### src/rtl/msk_rnd_source_pkg.sv
// Shared definitions for the masked-gadget randomness source and the gadgets
// that consume its output.
package msk_rnd_pkg;

    localparam int LFSR_LEN   = 127;
    localparam int SEED_W     = 32;
    localparam int SEED_BEATS = 4;

    // SEED collects the 127-bit state, WARM discards early output, RUN serves words.
    typedef enum logic [1:0] {
        SEED = 2'd0,
        WARM = 2'd1,
        RUN  = 2'd2
    } rnd_state_e;

    // Fresh random bits one refresh gadget of masking order d consumes per use.
    function automatic int n_rnd(input int d);
        case (d)
            2:       return 1;
            3:       return 2;
            4:       return 4;
            5:       return 5;
            default: return 1;
        endcase
    endfunction

endpackage

### src/rtl/msk_rnd_source_if.sv
// Seed input port and random-word output port of msk_rnd_source, bundled.
// The master side is the randomness source itself; the slave side is the
// seeding agent plus the randomness consumer.
interface msk_rnd_source_if #(
    parameter int RND_W = 1
);
    import msk_rnd_pkg::*;

    logic [SEED_W-1:0] seed_in;
    logic              seed_valid;
    logic              seed_ready;
    logic              reseed;
    logic [RND_W-1:0]  rnd;
    logic              rnd_valid;
    logic              rnd_ready;

    modport master (
        input  seed_in,
        input  seed_valid,
        input  reseed,
        input  rnd_ready,
        output seed_ready,
        output rnd,
        output rnd_valid
    );

    modport slave (
        output seed_in,
        output seed_valid,
        output reseed,
        output rnd_ready,
        input  seed_ready,
        input  rnd,
        input  rnd_valid
    );

endinterface

### src/rtl/msk_rnd_source_lfsr127_adv.sv
// Combinational K-step advance of the x^127+x+1 Fibonacci LFSR.
// Each step emits s[0] and shifts in s[1]^s[0] at the top, so bits[i] is the
// i-th sequence bit starting at the current state.
module lfsr127_adv
    import msk_rnd_pkg::*;
#(
    parameter int K = 1
) (
    input  logic [LFSR_LEN-1:0] state,
    output logic [LFSR_LEN-1:0] next_state,
    output logic [K-1:0]        bits
);

    logic [LFSR_LEN-1:0] s;

    // Unroll K single-bit steps of the recurrence a[n+127] = a[n+1] ^ a[n].
    always_comb begin
        s    = state;
        bits = '0;
        for (int k = 0; k < K; k++) begin
            bits[k] = s[0];
            s       = {s[1] ^ s[0], s[LFSR_LEN-1:1]};
        end
        next_state = s;
    end

endmodule

### src/rtl/msk_rnd_source.sv
// Randomness source for the SNI refresh and related MSK gadgets: a 127-bit
// LFSR seeded with four 32-bit beats, warmed up, then serving RND_W fresh
// bits per valid/ready transfer.
module msk_rnd_source
    import msk_rnd_pkg::*;
#(
    parameter int d        = 2,
    parameter int RND_W    = n_rnd(d),
    parameter int WARM_CYC = 128
) (
    input  logic               clk,
    input  logic               rst,
    msk_rnd_source_if.master   bus
);

    localparam int WARM_W = ($clog2(WARM_CYC + 1) < 1) ? 1 : $clog2(WARM_CYC + 1);
    localparam logic [WARM_W-1:0] WARM_LAST = WARM_W'((WARM_CYC > 0) ? WARM_CYC - 1 : 0);
    localparam logic [1:0]        BEAT_LAST = 2'(SEED_BEATS - 1);

    rnd_state_e          state_q, state_d;
    logic [LFSR_LEN-1:0] lfsr_q, lfsr_d;
    logic [RND_W-1:0]    rnd_q, rnd_d;
    logic [1:0]          beatCnt_q, beatCnt_d;
    logic [WARM_W-1:0]   warmCnt_q, warmCnt_d;

    logic [LFSR_LEN-1:0] seeded;
    logic [LFSR_LEN-1:0] advIn;
    logic [LFSR_LEN-1:0] advNext;
    logic [RND_W-1:0]    advBits;

    // State as it will be once the final beat lands; bit 31 of that beat is
    // dropped and an all-zero state is nudged off the LFSR's lock-up point.
    always_comb begin
        seeded = {bus.seed_in[SEED_W-2:0], lfsr_q[3*SEED_W-1:0]};
        if (seeded == '0) begin
            seeded[0] = 1'b1;
        end
    end

    // In SEED the advancer only matters on the final beat with no warm-up,
    // where the first word must come straight from the new seed.
    assign advIn = (state_q == SEED) ? seeded : lfsr_q;

    lfsr127_adv #(
        .K (RND_W)
    ) u_adv (
        .state      (advIn),
        .next_state (advNext),
        .bits       (advBits)
    );

    // Next-state logic for seeding, warm-up and word delivery. The last warm
    // cycle's advance is the one that produces the first output word.
    always_comb begin
        state_d   = state_q;
        lfsr_d    = lfsr_q;
        rnd_d     = rnd_q;
        beatCnt_d = beatCnt_q;
        warmCnt_d = warmCnt_q;
        case (state_q)
            SEED: begin
                if (bus.seed_valid) begin
                    beatCnt_d = beatCnt_q + 2'd1;
                    case (beatCnt_q)
                        2'd0: lfsr_d[1*SEED_W-1:0*SEED_W] = bus.seed_in;
                        2'd1: lfsr_d[2*SEED_W-1:1*SEED_W] = bus.seed_in;
                        2'd2: lfsr_d[3*SEED_W-1:2*SEED_W] = bus.seed_in;
                        default: begin
                            lfsr_d = seeded;
                        end
                    endcase
                    if (beatCnt_q == BEAT_LAST) begin
                        beatCnt_d = '0;
                        warmCnt_d = '0;
                        if (WARM_CYC == 0) begin
                            lfsr_d  = advNext;
                            rnd_d   = advBits;
                            state_d = RUN;
                        end else begin
                            state_d = WARM;
                        end
                    end
                end
            end
            WARM: begin
                lfsr_d    = advNext;
                warmCnt_d = warmCnt_q + 1'b1;
                if (warmCnt_q == WARM_LAST) begin
                    rnd_d     = advBits;
                    warmCnt_d = '0;
                    state_d   = RUN;
                end
            end
            RUN: begin
                if (bus.rnd_ready) begin
                    rnd_d  = advBits;
                    lfsr_d = advNext;
                end
                if (bus.reseed) begin
                    lfsr_d    = '0;
                    beatCnt_d = '0;
                    state_d   = SEED;
                end
            end
            default: begin
                lfsr_d    = '0;
                beatCnt_d = '0;
                warmCnt_d = '0;
                state_d   = SEED;
            end
        endcase
    end

    // State, LFSR, counters and output word registers.
    always_ff @(posedge clk or posedge rst) begin
        if (rst) begin
            state_q   <= SEED;
            lfsr_q    <= '0;
            rnd_q     <= '0;
            beatCnt_q <= '0;
            warmCnt_q <= '0;
        end else begin
            state_q   <= state_d;
            lfsr_q    <= lfsr_d;
            rnd_q     <= rnd_d;
            beatCnt_q <= beatCnt_d;
            warmCnt_q <= warmCnt_d;
        end
    end

    assign bus.seed_ready = (state_q == SEED);
    assign bus.rnd_valid  = (state_q == RUN);
    assign bus.rnd        = rnd_q;

endmodule

### src/flat_wrapper.sv
// flat-port wrapper written by rule: the top's interface ports become plain ports
module msk_rnd_source_flat import msk_rnd_pkg::*;
#(
    parameter int d        = 2,
    parameter int RND_W    = n_rnd(d),
    parameter int WARM_CYC = 128
)
  (clk, rst, bus_seed_in, bus_seed_valid, bus_reseed, bus_rnd_ready, bus_seed_ready, bus_rnd, bus_rnd_valid);
  msk_rnd_source_if #(.RND_W(RND_W)) bus_i ();
  input  logic clk;
  input  logic rst;
  input wire logic [$bits(bus_i.seed_in)-1:0] bus_seed_in;
  input wire logic [$bits(bus_i.seed_valid)-1:0] bus_seed_valid;
  input wire logic [$bits(bus_i.reseed)-1:0] bus_reseed;
  input wire logic [$bits(bus_i.rnd_ready)-1:0] bus_rnd_ready;
  output wire logic [$bits(bus_i.seed_ready)-1:0] bus_seed_ready;
  output wire logic [$bits(bus_i.rnd)-1:0] bus_rnd;
  output wire logic [$bits(bus_i.rnd_valid)-1:0] bus_rnd_valid;
  assign bus_i.seed_in = bus_seed_in;
  assign bus_i.seed_valid = bus_seed_valid;
  assign bus_i.reseed = bus_reseed;
  assign bus_i.rnd_ready = bus_rnd_ready;
  assign bus_seed_ready = bus_i.seed_ready;
  assign bus_rnd = bus_i.rnd;
  assign bus_rnd_valid = bus_i.rnd_valid;
  msk_rnd_source #(.d(d), .RND_W(RND_W), .WARM_CYC(WARM_CYC)) u_core (.clk(clk), .rst(rst), .bus(bus_i));
endmodule
### config.mk
export PLATFORM = sky130hd
export DESIGN_NAME = msk_rnd_source_flat
export DESIGN_NICKNAME = d
export VERILOG_FILES = /design/src/rtl/msk_rnd_source_pkg.sv /design/src/rtl/msk_rnd_source_if.sv /design/src/rtl/msk_rnd_source_lfsr127_adv.sv /design/src/rtl/msk_rnd_source.sv /design/src/flat_wrapper.sv
export SDC_FILE = /design/constraint.sdc
export NUM_CORES = 1
export LEC_CHECK = 0
export BUFFER_PORTS_ARGS = -buffer_cell sky130_fd_sc_hd__buf_4
export CAP_MARGIN = 15
export CORE_MARGIN = 2
export CORE_UTILIZATION = 41
export DETAILED_ROUTE_END_ITERATION = 6
export GPL_TIMING_DRIVEN = 0
export PLACE_DENSITY = 0.63
export SYNTH_ARGS = -nofsm -noshare
export SYNTH_HDL_FRONTEND = slang
export SYNTH_SLANG_ARGS = --single-unit
### constraint.sdc
create_clock -name clk -period 8.1 [get_ports clk]
set_clock_uncertainty 0.2 [all_clocks]
set_input_delay 2.43 -clock clk [delete_from_list [all_inputs] [get_ports clk]]
set_output_delay 2.43 -clock clk [all_outputs]
set_load 0.01 [all_outputs]
==> run summary <==
outcome: completed
Sw Ratio: 0.4234
# Max-Cap Violations: 0
CP peak stage delay: 0.46 ns
number of buffers created by CTS: 17
final HPWL from detailed placement: 14.16 mm
Avg Cell Area, Syn: 9.539 um^2
post-synth cell types: 45
clock transition at the registers of the reported paths: 0.06 ns
CP max FO: 10
Synth Instances: 707
DIE AREA: 0.01749 mm^2
cell internal pwr: 2067 uW
Max stage delay cell, worst path: dfrtp_1
first-pass GRT wire length: 32.40 mm
ys async rst share: 1.000
CP bufs+invs: 4
Top Family by Delay on Critical Path: buffers and inverters
Starting Density: 0.4215
Fin. Hold Viols: 0
post_cts resized: 0
P_sw: 1518 uW
WL per Instance: 20.32 um
layout cell share with drive strength beyond 1: 0.1684
Placement Rows: 46
sequential area share after synthesis: 0.5195
CORE AREA: 0.01600 mm^2
Worst setup SP type: flop
Via Count: 5963
post-synthesis register bit count: 140
cell area after synthesis: 0.006744 mm^2
area growth from synthesis to layout: 17.38%
post-route DRC violation count: 0
Hold WS: 0.2819 ns
endpoint class of the critical path: output pin
Initial DRC Count: 645
commonest cells after routing, fill and taps aside: dfrtp_1, nand2_1, a22oi_1
Hold-fix buffers, CTS: 0
pins over their slew limit: 0
crit path DAT: 1.85 ns
TritonCTS Sinks: 140
post-CTS setup buffer count: 0
clock buffer depth: 2
Lkg Pwr: 0.003373 uW
EDFF count, synth: 0
diode count: 0
met2 WL post-DR: 9.380 mm
IO Pins: 40
WP depth: 5
YS warnings: 0
Pwr Total: 3585 uW
highest routed metal layer: met4
Die Span X: 132.3 um
routability cong.: 0.8546
pwr/cell area: 452.8 mW/mm^2
vias in the first global route: 5828
Finished Layout Cells: 994
Port Buffers: 39
footprint of the multi-input gates: 0.002902 mm^2
syn nets: 749
largest net degree at the start of global routing: 78
placed cell count: 963
Final nets: 808
crit share post-route: 0.5526
DR WL met3: 1.524 mm
post-route ant nets: 0
final instance area: 0.007916 mm^2
die extent in y: 132.3 um
most common cell after layout, fill and taps aside: dfrtp_1
Synth Flop Type: dfrtp_1
area occupied by registers: 0.003503 mm^2
met1 WL: 8.862 mm
post-layout minimum cycle time: 4.476 ns
FMAX: 223.4 MHz
clock share of power: 0.214
initial antenna violation count: 0
VDD IR max: 0.2337 mV
WP data required: 5.47 ns
Placed Area: 0.007340 mm^2
Hold Crit Depth: 2
Root Driver: clkbuf_16
Final TNS setup: 0 ns
drt via density: 5.999
filler instances: 1539
worst skew pair latency: 0.43 ns
CTS tree: done
GRT Residual Overflow: 0
drt pass-1 iters: 5
global-route usage over all layers: 0.2368
RSZ-0062 raised after global routing: no
Reg power frac: 0.363
Gate power share: 0.422
Slew headroom: 0.5124
WL final: 20.20 mm
critical setup path kind: reg -> out
# setup viols final: 0
critical path, cell by cell: or2_1, buf_2, inv_2, buf_2, buf_4
hold crit path type: reg -> reg
Register-to-Register Path Depth: 5
slew of the pin with the lowest slew margin: 0.7248 ns
H-tree Lvls: 4
cell mode on critical path: buf_2
## final cells by class
cell class / count / share of cell area
multi-input cells: 504 / 0.3665
flip-flops and latches: 140 / 0.4425
plain buffers: 54 / 0.03856
well taps: 216 / 0.03414
repair buffers: 40 / 0.04046
clock buffers: 20 / 0.05769
inverters: 9 / 0.004900
clock inverters: 11 / 0.01517
## kinds of logic (layout without fill, tap and decap cells)
| family | Yosys count | in the layout | share of synthesized area |
|---|---|---|---|
| multiplexers | 2 | 2 | 0.003154 |
| AND/OR/NAND/NOR | 206 | 206 | 0.1378 |
| adder cells (fa/ha/maj) | 5 | 5 | 0.009276 |
| flip-flops | 140 | 140 | 0.5195 |
| buffers and inverters | 63 | 134 | 0.05028 |
| XOR/XNOR | 3 | 3 | 0.003897 |
| AO/OA/AOI/OAI | 288 | 288 | 0.2761 |
## synth_stat cells, drive strengths merged (2+ instances only)
cell type	count	area, um^2
buf	47	276.5
dfrtp	140	3503
nor2b	2	12.51
nand4	8	50.05
nor3	4	20.02
o21ai	143	742.0
nand2b	3	21.27
a211oi	2	15.01
a21oi	2	10.01
xnor2	2	17.52
a32o	2	20.02
ha	5	62.56
nor2	9	33.78
o31ai	2	15.01
nand2	139	521.8
inv	9	33.78
nand3	3	15.01
nor4	34	227.7
o41ai	2	36.29
a31oi	2	12.51
clkbuf	7	28.78
a22oi	125	938.4
a21o	3	22.52
## flip-flops by register name, indices dropped and copies added, names as in the netlist
name and cells:
u_core.warmCnt_q 8, u_core.beatCnt_q 2, u_core.lfsr_q 127, u_core.state_q 2, u_core.bus.rnd 1
## layer usage
| layer | global-route usage | vias up |
|---|---|---|
| met5 | 0 | - |
| li1 | - | 2742 |
| met3 | 0.06305 | 38 |
| met4 | 0.07706 | 0 |
| met2 | 0.3672 | 247 |
| met1 | 0.3246 | 2936 |
## tightest hold or removal path, stage by stage, from the launching register on
cell and delay (ns):
dfrtp_1 0.34, nand2_1 0.04, o21ai_0 0.06
## stage by stage
| stage | worst slack [ns] | utilization |
|---|---|---|
| floorplan | 1.717 | - |
| global placement | 0.1000 | 0.4567 |
| global route | 3.522 | 0.4948 |
| finish | 3.624 | 0.4948 |
| CTS | 3.623 | 0.4948 |
| detailed placement | 3.598 | 0.4587 |
## power by group through the flow
stage	logic, uW	clock network, uW	registers (uW)
2_1_floorplan	1120	0	1210
3_3_place_gp	1450	0	1280
3_5_place_dp	1500	0	1290
4_1_cts	1500	779	1290
5_1_grt	1690	807	1340
6_report	1510	769	1300
## worst paths after layout
| kind | startpoint | to | slack [ns] |
|---|---|---|---|
| max in group asynchronous | rst | u_core.lfsr_q[54]$_DFFE_PP0P_ | 5.03 |
| hold / removal | u_core.lfsr_q[102]$_DFFE_PP0P_ | u_core.lfsr_q[102]$_DFFE_PP0P_ | 0.28 |
| hold reg to reg | u_core.lfsr_q[102]$_DFFE_PP0P_ | u_core.lfsr_q[102]$_DFFE_PP0P_ | 0.28 |
| min in group asynchronous | rst | u_core.lfsr_q[45]$_DFFE_PP0P_ | 1.88 |
| setup reg to reg | u_core.lfsr_q[15]$_DFFE_PP0P_ | u_core.lfsr_q[0]$_DFFE_PP0P_ | 5.73 |
| setup / recovery | u_core.state_q[0]$_DFFE_PP0P_ | bus_seed_ready | 3.62 |
No activity file was read; power rests on OpenSTA's default activity.
